## src/rtl/dca_lsu_beat_tracker.sv

```systemverilog
// rtl/dca_lsu_beat_tracker.sv - LSU read-beat tracker: pops txn descriptors and walks their data beats
// Optional feature macro: DCA_LSU_BEAT_CHECK_EN (sticky error on beat_last vs. alen disagreement)

module dca_lsu_beat_tracker #(
    parameter int BW_BITADDR  = 35,
    parameter int BW_AXI_DATA = 32,
    localparam int BW_TXN_INFO = BW_BITADDR + 10
) (
    input  logic                   clk,
    input  logic                   rst,
    input  logic                   enable,
    input  logic                   clear,
    input  logic                   txn_rready,
    input  logic [BW_TXN_INFO-1:0] txn_rdata,
    output logic                   txn_rrequest,
    input  logic                   beat_valid,
    input  logic                   beat_last,
    output logic                   beat_ready,
    output logic [BW_BITADDR-1:0]  beat_bitaddr,
    output logic                   beat_first,
    output logic                   beat_end,
    output logic                   matrix_done,
    output logic                   busy,
    output logic                   error
);

    // Each beat advances the bit address by one full data word.
    localparam int DATA_SHIFT = $clog2(BW_AXI_DATA);

    typedef enum logic {
        ST_IDLE   = 1'b0,
        ST_ACTIVE = 1'b1
    } state_t;

    state_t                  state;
    logic [7:0]              alen_q;
    logic [7:0]              beat_cnt;
    logic [BW_BITADDR-1:0]   bitaddr_q;
    logic                    continued_q;
    logic                    last_q;
    logic                    matrix_done_q;

    // Queue-head descriptor fields: {matrix_last, continued, alen, bitaddr}.
    logic                    rd_last;
    logic                    rd_continued;
    logic [7:0]              rd_alen;
    logic [BW_BITADDR-1:0]   rd_bitaddr;

    logic                    active;
    logic                    advance_ok;
    logic                    accept;
    logic                    end_hit;
    logic [BW_BITADDR-1:0]   beat_offset;

    assign rd_last      = txn_rdata[BW_TXN_INFO-1];
    assign rd_continued = txn_rdata[BW_TXN_INFO-2];
    assign rd_alen      = txn_rdata[BW_BITADDR+7:BW_BITADDR];
    assign rd_bitaddr   = txn_rdata[BW_BITADDR-1:0];

    assign active     = (state == ST_ACTIVE);
    // rst is folded in so that nothing is popped or accepted in a reset cycle.
    assign advance_ok = enable & ~clear & ~rst;

    assign beat_ready = active & advance_ok;
    assign accept     = beat_valid & beat_ready;
    assign end_hit    = active & (beat_cnt == alen_q);

    // Pop when idle, or on the closing beat so the next txn follows with no bubble.
    assign txn_rrequest = advance_ok & txn_rready & (~active | (accept & end_hit));

    // Offset wraps naturally at the address width.
    assign beat_offset  = BW_BITADDR'(beat_cnt) << DATA_SHIFT;
    assign beat_bitaddr = bitaddr_q + beat_offset;

    assign beat_first  = active & (beat_cnt == 8'd0) & ~continued_q;
    assign beat_end    = end_hit;
    assign busy        = active;
    assign matrix_done = matrix_done_q;

    // Txn sequencing FSM: latch descriptors, count beats, flag the matrix-final beat.
    always_ff @(posedge clk) begin
        if (rst) begin
            state         <= ST_IDLE;
            beat_cnt      <= 8'd0;
            alen_q        <= 8'd0;
            bitaddr_q     <= '0;
            continued_q   <= 1'b0;
            last_q        <= 1'b0;
            matrix_done_q <= 1'b0;
        end else if (clear) begin
            state         <= ST_IDLE;
            beat_cnt      <= 8'd0;
            alen_q        <= 8'd0;
            bitaddr_q     <= '0;
            continued_q   <= 1'b0;
            last_q        <= 1'b0;
            matrix_done_q <= 1'b0;
        end else begin
            // accept already carries enable, so a stalled cycle generates no pulse.
            matrix_done_q <= accept & end_hit & last_q;
            if (txn_rrequest) begin
                state       <= ST_ACTIVE;
                beat_cnt    <= 8'd0;
                alen_q      <= rd_alen;
                bitaddr_q   <= rd_bitaddr;
                continued_q <= rd_continued;
                last_q      <= rd_last;
            end else if (accept && end_hit) begin
                state    <= ST_IDLE;
                beat_cnt <= 8'd0;
            end else if (accept) begin
                beat_cnt <= beat_cnt + 8'd1;
            end
        end
    end

`ifdef DCA_LSU_BEAT_CHECK_EN
    logic error_q;

    // Sticky flag: the interconnect's rlast disagreed with the descriptor's beat count.
    always_ff @(posedge clk) begin
        if (rst || clear) begin
            error_q <= 1'b0;
        end else if (accept && (beat_last != end_hit)) begin
            error_q <= 1'b1;
        end
    end

    assign error = error_q;
`else
    logic unused_beat_last;

    assign unused_beat_last = beat_last;
    assign error            = 1'b0;
`endif

endmodule

```

## config.mk

```make
export PLATFORM = sky130hd
export DESIGN_NAME = dca_lsu_beat_tracker
export DESIGN_NICKNAME = d
export VERILOG_FILES = /design/src/rtl/dca_lsu_beat_tracker.sv
export SDC_FILE = /design/constraint.sdc
export NUM_CORES = 1
export LEC_CHECK = 0
export BUFFER_PORTS_ARGS = -buffer_cell sky130_fd_sc_hd__buf_2
export CORE_UTILIZATION = 45
export CTS_CLUSTER_SIZE = 30
export DETAILED_ROUTE_END_ITERATION = 16
export PLACE_DENSITY_LB_ADDON = 0.25
export SETUP_SLACK_MARGIN = 0.2
export SLEW_MARGIN = 10
export SYNTH_ARGS = -nofsm -noshare
export SYNTH_HDL_FRONTEND = slang
export SYNTH_SLANG_ARGS = --single-unit
```

## constraint.sdc

```tcl
create_clock -name clk -period 2.6 [get_ports clk]
set_input_delay 0.52 -clock clk [delete_from_list [all_inputs] [get_ports clk]]
set_output_delay 0.52 -clock clk [all_outputs]
set_load 0.01 [all_outputs]
```

==> results by group, run 1 <==
Run status
  • Status: complete, but fails checks
  • Violated checks: setup timing

Timing
  • Final Setup Violations: 25
  • Fmax: approximately 0.34 GHz
  • Final Hold Viols: 0
  • Hold slack: 0.428 ns
  • Slew Limit Fails: 0
  • Final worst setup slack: -0.340 ns
  • RSZ-0062 raised after global routing: yes
  • Min cycle time layout: ~3 ns
  • Setup Total Neg Slack: -5.93 ns
  • Clock Skew: 0.0103 ns
  • Slew Limit Headroom: 0.610
  • Part of the cycle the worst path needs: 1.13
  • Actual slew at the worst max-slew pin: 0.582 ns

Power and ir drop
  • Leak pwr: about 0.002 uW
  • Worst IR drop on VDD: slightly above 0.2 mV
  • Overall power: 1650 uW
  • Power Density: 353 nW/um^2

Worst setup path
  • Kind of cell adding the most delay to the critical path: buffers and inverters
  • Worst Path Max Fanout: 4
  • Cell chain of the critical path: buf_6 -> ha_4 -> a21oi_4 -> nand4b_1 -> buf_4 -> a21oi_4 -> buf_6 -> buf_16 -> o21ai_2 -> xnor2_1 -> buf_2
  • Crit end category: output pin
  • Arr. time, crit path: 2.42 ns
  • Slowest cell on crit path: dfxtp_2
  • Buf/Inv on CP: 5
  • CP peak stage delay: 0.34 ns
  • CP Launch Type: flip-flop
  • Crit path kind: reg2out
  • CP required: approximately 2.1 ns

Detailed routing
  • Post-route ant nets: 0
  • Residual DRC: 0
  • DR WL/cell: 15.2 um
  • Initial DRC Count: 154
  • Vias per cell: about 5.5
  • DR pass1 iterations: 4
  • Via count: 3421
  • Routed WL: 9.54 mm

Global route
  • Total gr overflow: 0
  • Largest net degree at the start of global routing: 46
  • Vias in the first global route: 3203
  • Initial antenna violation count: 0
  • Tot GR Track Use: 0.243
  • First-pass GRT wire length: 14.9 mm

Finish
  • Ant. Diodes: 0
  • Share of cells above drive strength 1: 0.463
  • P&R area growth vs syn: 41.0%
  • Net count, final: 593

Synth
  • Post-synth EDFFs: 0
  • Synthesized instance count: around 400
  • Post-synthesis mux area share: 0.00603
  • Adder-cell share of the synthesized area: 0.0437
  • Post-synth top cells: 62 x o21ai_0, 56 x nand2_1, 55 x dfxtp_1
  • Top_reg_cell synth: dfxtp_1
  • Post-synth top area cell: dfxtp_1
  • Syn_nets: 470
  • Seq cells post-synth: 55
  • Mapped Area: roughly 3300 sq um
  • Yosys top cell area share: 0.331
  • Fraction of registers with async set or reset after synthesis: 0
  • Synth unique cells: 41
  • Synth Area in Compound Gates: 0.267
  • Seq/Total Area, Yosys: 0.331
  • Synth Area in Simple Gates: 0.193
  • Combinational family with the most area after synthesis: compound AO/OA/AOI/OAI gates
  • Syn_area_per_cell: roughly 8.2 sq um
  • Synth top area cells: dfxtp_1 33%, o21ai_2 10%, o21ai_0 9.3%
  • Synth Area in XOR/XNOR: 0.0896
  • Most frequent cell after synthesis: o21ai_0
  • Yosys warns: 0

Die
  • Die area: 7730 sq um
  • Row count: 30
  • Num ports: 94
  • Die height: 87.9 um
  • Die X: 87.9 um
  • Core Box Area: roughly 7000 sq um
  • Starting density of the core: 0.478

Clock tree
  • TritonCTS Buffers: 5
  • CTS Sinks: 55
  • CTS H-tree depth: 2
  • Root Driver: clkbuf_8
  • Cts hold-fix bufs: 0
  • Clock Latency Late Sink: 0.32 ns
  • Clock Tree Buf Depth: 2
  • Worst-path clk slew: 0.11 ns
  • CTS tree: built

Place
  • Hpwl dp: around 6.0 mm
  • I/O Buffers: 91
  • GP Congestion: 0.882

Hold path
  • Min-delay worst type: in2reg

Run
  • Max_cap viols: 0
[cell type report]
type / count / area, sq um
multi-input combinational: 313 / 2330
fill: 584 / 2260
sequential: 55 / 1110
timing repair buffer: 147 / 981
tap: 96 / 120
clock buffer: 5 / 68.8
clock inverter: 3 / 47.5
inverter: 8 / 30.0
[metrics by stage]
step           std cells  utilization  instance area, sq um  setup slack, ns
4_1_cts              617        0.644                  4470           -0.243
5_1_grt              627        0.674                  4680           -0.428
3_5_place_dp         596        0.585                  4060           -0.385
3_3_place_gp         596        0.585                  4060           -0.344
6_report             627        0.674                  4680           -0.340
2_1_floorplan        407            -                  3400            0.207
[report_power, final]
group          leakage [uW]  total (uW)  switching (uW)  internal [uW]
combinational       0.00150         174            90.7           83.0
clock             0.0000587         601             309            293
sequential         0.000449         878            17.6            860
[logic make-up (layout without fill, tap and decap cells)]
kind of cell / Yosys count / in the layout
AO/OA/AOI/OAI: 137 / 138
AND/OR/NAND/NOR: 127 / 127
flip-flops: 55 / 55
buffers and inverters: 40 / 163
XOR/XNOR: 34 / 34
adder cells (fa/ha/maj): 11 / 11
multiplexers: 2 / 2
other: 1 / 1
[worst paths after layout]
kind / startpoint / endpoint / slack [ns] / cells past startpoint
min: txn_rdata[44] / last_q / 0.43 / 3
min reg2reg: last_q / matrix_done / 0.46 / 2
max: bitaddr_q[6] / beat_bitaddr[20] / -0.34 / 11
max reg2reg: beat_cnt[1] / bitaddr_q[13] / 0.49 / 10
[tightest hold or removal path, cell delays in order]
cell and delay, ns:
buf_2 0.07, o21ai_0 0.06, o21ai_0 0.06
[sequential cells by signal, indices dropped and copies added, names as in the netlist]
| signal | cells |
|---|---|
| busy | 1 |
| bitaddr_q | 35 |
| matrix_done | 1 |
| continued_q | 1 |
| last_q | 1 |
| alen_q | 8 |
| beat_cnt | 8 |
[layer usage]
layer / vias up / routed length (um) / track usage
met5: - / 0 / 0
met3: 16 / 426 / 0.0386
met2: 115 / 4690 / 0.425
met1: 1609 / 4250 / 0.308
li1: 1681 / - / -
met4: 0 / 173 / 0.0671
[timing repair]
action / in CTS / in global routing
hold endpoints to repair: 0 / 0
cloned: 1 / 1
buffers inserted: 12 / 9
pin swaps: 13 / 21
setup endpoints to repair: 26 / 29
gates resized for setup: 44 / 25
[cell usage in the layout (no fill, tap or decap), drive strengths merged, types with 9 or more instances in the layout]
master  instances
dfxtp          55
buf           147
ha             10
nand2          56
nor2           15
xnor2          26
inv             9
o21ai         102
a21oi          12
(Power assumes the default switching activity.)
==> run 2: changes to the inputs <==
--- a/config.mk
+++ b/config.mk
@@ -9,7 +9,7 @@
 export CORE_UTILIZATION = 45
 export CTS_CLUSTER_SIZE = 30
 export DETAILED_ROUTE_END_ITERATION = 16
-export PLACE_DENSITY_LB_ADDON = 0.25
+export PLACE_DENSITY = 0.71
 export SETUP_SLACK_MARGIN = 0.2
 export SLEW_MARGIN = 10
 export SYNTH_ARGS = -nofsm -noshare
==> results by group, run 2 (synthesis gave the netlist of run 1 again) <==
Run status
  • Status: complete, but fails checks
  • Violated checks: setup timing

Timing
  • Final Hold Viols: 0 (unchanged)
  • Slew Limit Headroom: 0.657 (+0.0475)
  • RSZ-0062 raised after global routing: yes
  • Min cycle time layout: 2.84 ns (-0.0983 ns)
  • Final Setup Violations: 24 (-4.0%)
  • Actual slew at the worst max-slew pin: 0.512 ns (-0.0697 ns)
  • Final worst setup slack: -0.242 ns (+0.0983 ns)
  • Hold slack: 0.428 ns (-0.000115 ns)
  • Setup Total Neg Slack: -3.98 ns (+1.95 ns)
  • Clock Skew: 0.00936 ns (-0.000970 ns)
  • Fmax: 0.352 GHz (+3.5%)
  • Slew Limit Fails: 0 (unchanged)
  • Part of the cycle the worst path needs: 1.09 (-0.0378)

Detailed routing
  • Residual DRC: 0 (unchanged)
  • DR pass1 iterations: 4 (unchanged)
  • Metal-1 WL: 4.02 mm (-5.5%)
  • Initial DRC Count: 196 (+27%)
  • Routed WL: 9.23 mm (-3.2%)
  • Routed length on met2: 4.53 mm (-3.5%)
  • Post-route ant nets: 0 (unchanged)
  • DR WL/cell: 14.8 um (-2.6%)
  • Max layer used: met4
  • Via count: 3376 (-1.3%)
  • Vias per cell: 5.42 (-0.68%)
  • Met3 Wirelength: 517 um (+21%)

Hold path
  • Worst hold start: txn_rdata[12]
  • Min-delay worst type: in2reg

Finish
  • P&R area growth vs syn: 34.5%
  • Share of cells above drive strength 1: 0.436 (-0.0268)
  • Regs by FF count: bitaddr_q x35, alen_q x8, beat_cnt x8
  • Net count, final: 589 (-0.67%)
  • Max reg flops: 35 (unchanged)
  • Commonest non-fill, non-tap cell in the layout: buf_2
  • Cell Count, Final, Fillers Out: 623 (-0.64%)
  • Largest Register: bitaddr_q
  • Most frequent cells in the layout: 90 x buf_2, 59 x o21ai_0, 55 x nand2_1, 49 x dfxtp_1, 48 x buf_4
  • Ant. Diodes: 0 (unchanged)

Die
  • Starting density of the core: 0.478 (unchanged)
  • Die area: 7730 sq um (unchanged)
  • Core Box Area: 6940 sq um (unchanged)
  • Die height: 87.9 um (unchanged)
  • Num ports: 94 (unchanged)
  • Die X: 87.9 um (unchanged)
  • Row count: 30 (unchanged)

Clock tree
  • Root Driver: clkbuf_8
  • TritonCTS Buffers: 5 (unchanged)
  • Clock Latency Late Sink: 0.31 ns (about the same)
  • Clock Tree Buf Depth: 2 (unchanged)
  • Cts hold-fix bufs: 0 (unchanged)
  • CTS tree: built
  • Worst-path clk slew: 0.10 ns (about the same)
  • CTS Sinks: 55 (unchanged)
  • CTS H-tree depth: 2 (unchanged)

Worst setup path
  • Crit path kind: reg2out
  • Arr. time, crit path: 2.32 ns (-0.10 ns)
  • CP Launch Type: flip-flop
  • CP Launch Point: beat_cnt[0]
  • Crit end category: output pin
  • CP required: 2.08 ns (about the same)
  • Crit Reg-Reg Startpoint: beat_cnt[6]
  • Worst Path Max Fanout: 5 (+1)

Power and ir drop
  • Worst IR drop on VDD: 0.223 mV (+11%)
  • Leak pwr: 0.00195 uW (-2.8%)
  • Power Density: 342 nW/um^2 (-3.2%)
  • Overall power: 1530 uW (-7.6%)

Place
  • I/O Buffers: 91 (unchanged)
  • GP Congestion: 0.920 (+4.3%)
  • Dpl cells: 596 (unchanged)
  • Hpwl dp: 6.12 mm (+1.8%)

Global route
  • Vias in the first global route: 3015 (-5.9%)
  • First-pass GRT wire length: 14.1 mm (-5.0%)
  • Largest net degree at the start of global routing: 48 (+4.3%)
  • Total gr overflow: 0 (unchanged)
  • Initial antenna violation count: 0 (unchanged)
  • Tot GR Track Use: 0.234 (-0.00806)

Run
  • Max_cap viols: 0 (unchanged)
run 2: cell count changes in the layout (fill, tap and decap cells not counted), moves of 2 or more:
cell        change
buf_2           +2
buf_4           +6
buf_6          -10
clkinvlp_4      +2
ha_1            +2
ha_4            -2
nor2_1          +2
nor2_4          -2
o2111ai_1       +2
o21ai_0         +2
o21ai_1         +2
o21ai_2         -4
run 2: final timing paths:
path                            to  slack, ns  cells past startpoint
setup reg to reg     bitaddr_q[10]       0.54                      8
setup / recovery  beat_bitaddr[27]      -0.24                     10
hold / removal       bitaddr_q[12]       0.43                      3
hold reg to reg        matrix_done       0.46                      2
run 2: worst max-delay path, cell delays in order (launching register included):
cell and delay, ns:
dfxtp_2 0.36, ha_4 0.14, inv_2 0.03, fa_2 0.33, nand2b_4 0.17, a211oi_4 0.20, buf_6 0.15, a211oi_4 0.05
and4b_1 0.29, xor2_1 0.15, buf_2 0.14
run 2: power by group:
group          switching, uW  total [uW]  internal, uW
logic                   90.9         173          82.2
clock network            288         476           188
registers               17.5         878           860
total                    397        1530          1130
run 2: final cells by class:
type	instances	area (sq um)
Multi-Input combinational cell	313	2240
Tap cell	96	120
Timing Repair Buffer	143	876
Sequential cell	55	1110
Fill cell	611	2480
Clock buffer	5	68.8
Clock inverter	3	20.0
Inverter	8	30.0
run 2: layer usage:
| metal | track usage | up-vias |
|---|---|---|
| met4 | 0.0626 | 0 |
| li1 | - | 1675 |
| met2 | 0.412 | 140 |
| met1 | 0.299 | 1543 |
| met5 | 0 | - |
| met3 | 0.0349 | 18 |
run 2: timing repair:
action                                 4_1_cts  5_1_grt
pin swaps                                    9       10
setup endpoints to repair                   26       27
resized for setup                           29       12
gates cloned                                 0        1
setup buffers                                8       10
endpoints found under the hold margin        0        0
run 2: through the flow:
stage          utilization  cell area, sq um  setup slack, ns
2_1_floorplan            -              3400            0.207
3_3_place_gp         0.583              4050           -0.364
3_5_place_dp         0.583              4050           -0.408
4_1_cts              0.623              4330           -0.269
5_1_grt              0.643              4470           -0.340
6_report             0.643              4470           -0.242
==> run 3: changes to the inputs <==
--- a/config.mk
+++ b/config.mk
@@ -6,6 +6,7 @@
 export NUM_CORES = 1
 export LEC_CHECK = 0
 export BUFFER_PORTS_ARGS = -buffer_cell sky130_fd_sc_hd__buf_2
+export CAP_MARGIN = 10
 export CORE_UTILIZATION = 45
 export CTS_CLUSTER_SIZE = 30
 export DETAILED_ROUTE_END_ITERATION = 16
==> constraint.sdc (replaced) <==
create_clock -name clk -period 2.6 [get_ports clk]
set_input_delay 0.39 -clock clk [delete_from_list [all_inputs] [get_ports clk]]
set_output_delay 0.39 -clock clk [all_outputs]
set_load 0.01 [all_outputs]
==> results by group, run 3 (synthesis gave the netlist of run 1 again) <==
Power and ir drop
  • Worst IR drop on VDD: 0.342 mV (+53%)
  • Leak pwr: 0.00185 uW (-4.9%)
  • Clock power frac: 0.365 (+0.053)
  • P_sw: 387 uW (-2.5%)
  • Switching Fraction: 0.237 (-0.0227)
  • Overall power: 1630 uW (+6.8%)
  • Logic pwr share: 0.099 (-0.014)
  • Power Density: 380 nW/um^2 (+11%)
  • Cell Int Power: 1250 uW (+10%)
  • Share of power burned in registers: 0.536 (-0.039)

Finish
  • P&R area growth vs syn: 29.2%
  • Max reg flops: 35 (unchanged)
  • Net count, final: 568 (-3.6%)
  • Final Core Density: 0.618 (-0.0252)
  • Fillers: 592 (-3.1%)
  • Commonest non-fill, non-tap cell in the layout: buf_2
  • Cell Count, Final, Fillers Out: 602 (-3.4%)
  • Most frequent cells in the layout: 92 x buf_2, 59 x o21ai_0, 55 x nand2_1, 47 x dfxtp_1, 41 x o21ai_2
  • Share of cells above drive strength 1: 0.417 (-0.0194)
  • Ant. Diodes: 0 (unchanged)
  • Regs by FF count: bitaddr_q x35, alen_q x8, beat_cnt x8
  • Largest Register: bitaddr_q

Detailed routing
  • DR WL/cell: 14.7 um (-1.1%)
  • Vias per cell: 5.50 (+1.4%)
  • Routed WL: 8.83 mm (-4.4%)
  • Via count: 3309 (-2.0%)
  • Post-route ant nets: 0 (unchanged)
  • Initial DRC Count: 91 (-54%)
  • DR pass1 iterations: 4 (unchanged)
  • Residual DRC: 0 (unchanged)

Run status
  • Violated checks: setup timing
  • Status: complete, but fails checks

Clock tree
  • Clock Tree Buf Depth: 2 (unchanged)
  • TritonCTS Buffers: 5 (unchanged)
  • Cts hold-fix bufs: 0 (unchanged)
  • Clock Latency Late Sink: 0.31 ns (about the same)
  • CTS Sinks: 55 (unchanged)
  • CTS H-tree depth: 2 (unchanged)
  • Worst-path clk slew: 0.10 ns (about the same)
  • CTS tree: built
  • Root Driver: clkbuf_8

Die
  • Row count: 30 (unchanged)
  • Num ports: 94 (unchanged)
  • Die height: 87.9 um (unchanged)
  • Starting density of the core: 0.478 (unchanged)
  • Core Box Area: 6940 sq um (unchanged)
  • Die area: 7730 sq um (unchanged)
  • Die X: 87.9 um (unchanged)

Place
  • GP Congestion: 0.888 (-3.5%)
  • I/O Buffers: 91 (unchanged)
  • Dpl cells: 583 (-2.2%)
  • Hpwl dp: 5.84 mm (-4.6%)

Worst setup path
  • Crit end category: output pin
  • FF-to-FF path depth: 8 (unchanged)
  • CP Launch Type: flip-flop
  • Flop2flop setup slack: 0.39 ns (-0.15 ns)
  • CP required: 2.21 ns (+0.13 ns)
  • Arr. time, crit path: 2.38 ns (+0.06 ns)
  • Crit path kind: reg2out
  • Worst Path Max Fanout: 6 (+1)

Timing
  • Fmax: 0.360 GHz (+2.4%)
  • RSZ-0062 raised after global routing: yes
  • Final Hold Viols: 0 (unchanged)
  • Setup Total Neg Slack: -1.19 ns (+2.79 ns)
  • Part of the cycle the worst path needs: 1.07 (-0.0261)
  • Actual slew at the worst max-slew pin: 0.507 ns (-0.00468 ns)
  • Slew Limit Fails: 0 (unchanged)
  • Slew Limit Headroom: 0.660 (+0.00244)
  • Final Setup Violations: 13 (-46%)
  • Clock Skew: 0.0115 ns (+0.00214 ns)
  • Hold slack: 0.305 ns (-0.123 ns)
  • Min cycle time layout: 2.77 ns (-0.0677 ns)
  • Final worst setup slack: -0.174 ns (+0.0677 ns)

Global route
  • Total gr overflow: 0 (unchanged)
  • Tot GR Track Use: 0.242 (+0.00756)
  • Initial antenna violation count: 0 (unchanged)
  • Largest net degree at the start of global routing: 46 (-4.2%)
  • First-pass GRT wire length: 14.7 mm (+4.3%)
  • Vias in the first global route: 3121 (+3.5%)

Hold path
  • Hold path cells: 3 (unchanged)
  • Min-delay worst type: in2reg

Run
  • Max_cap viols: 0 (unchanged)
run 3: critical path: stages, from the launching register on:
cell	delay [ns]
dfxtp_4	0.37
ha_4	0.13
inv_2	0.03
fa_2	0.34
nand2b_4	0.17
a211oi_4	0.21
a211oi_2	0.08
buf_4	0.17
and4b_1	0.25
xor2_1	0.16
buf_2	0.15
run 3: layout make-up:
class | count | area [sq um] | share of cell area
Multi-Input combinational cell | 314 | 2220 | 0.517
Sequential cell | 55 | 1120 | 0.260
Clock inverter | 2 | 35.0 | 0.00816
Timing Repair Buffer | 121 | 689 | 0.161
Inverter | 8 | 30.0 | 0.00700
Tap cell | 96 | 120 | 0.0280
Clock buffer | 6 | 82.6 | 0.0192
run 3: power by group through the flow:
| stage | registers (uW) | clock network (uW) | logic, uW |
|---|---|---|---|
| 4_1_cts | 876 | 610 | 160 |
| 3_3_place_gp | 895 | 0 | 154 |
| 2_1_floorplan | 892 | 0 | 92.3 |
| 3_5_place_dp | 895 | 0 | 155 |
| 6_report | 875 | 596 | 161 |
| 5_1_grt | 878 | 644 | 176 |
run 3: worst paths after layout:
check | end | from
max | beat_bitaddr[27] | beat_cnt[0]
min | bitaddr_q[16] | txn_rdata[16]
max reg2reg | bitaddr_q[13] | beat_cnt[5]
min reg2reg | bitaddr_q[3] | bitaddr_q[3]
run 3: what timing repair did:
action                                  in CTS  in global routing
gates cloned                                 3                  0
setup buffers                                5                  3
endpoints found under the setup margin      25                 26
gates resized for setup                     36                 12
pin swaps                                   12                  7
run 3: routing by layer:
metal | wire, um | GRT usage
met1 | 4020 | 0.317
met2 | 4290 | 0.427
met3 | 454 | 0.0292
met4 | 63 | 0.0492
met5 | 0 | 0
run 3: through the flow:
stage / instance area (sq um) / setup slack (ns)
2_1_floorplan: 3360 / 0.213
3_3_place_gp: 3910 / 0.0288
3_5_place_dp: 3910 / -0.0259
4_1_cts: 4230 / -0.201
5_1_grt: 4290 / -0.281
6_report: 4290 / -0.174
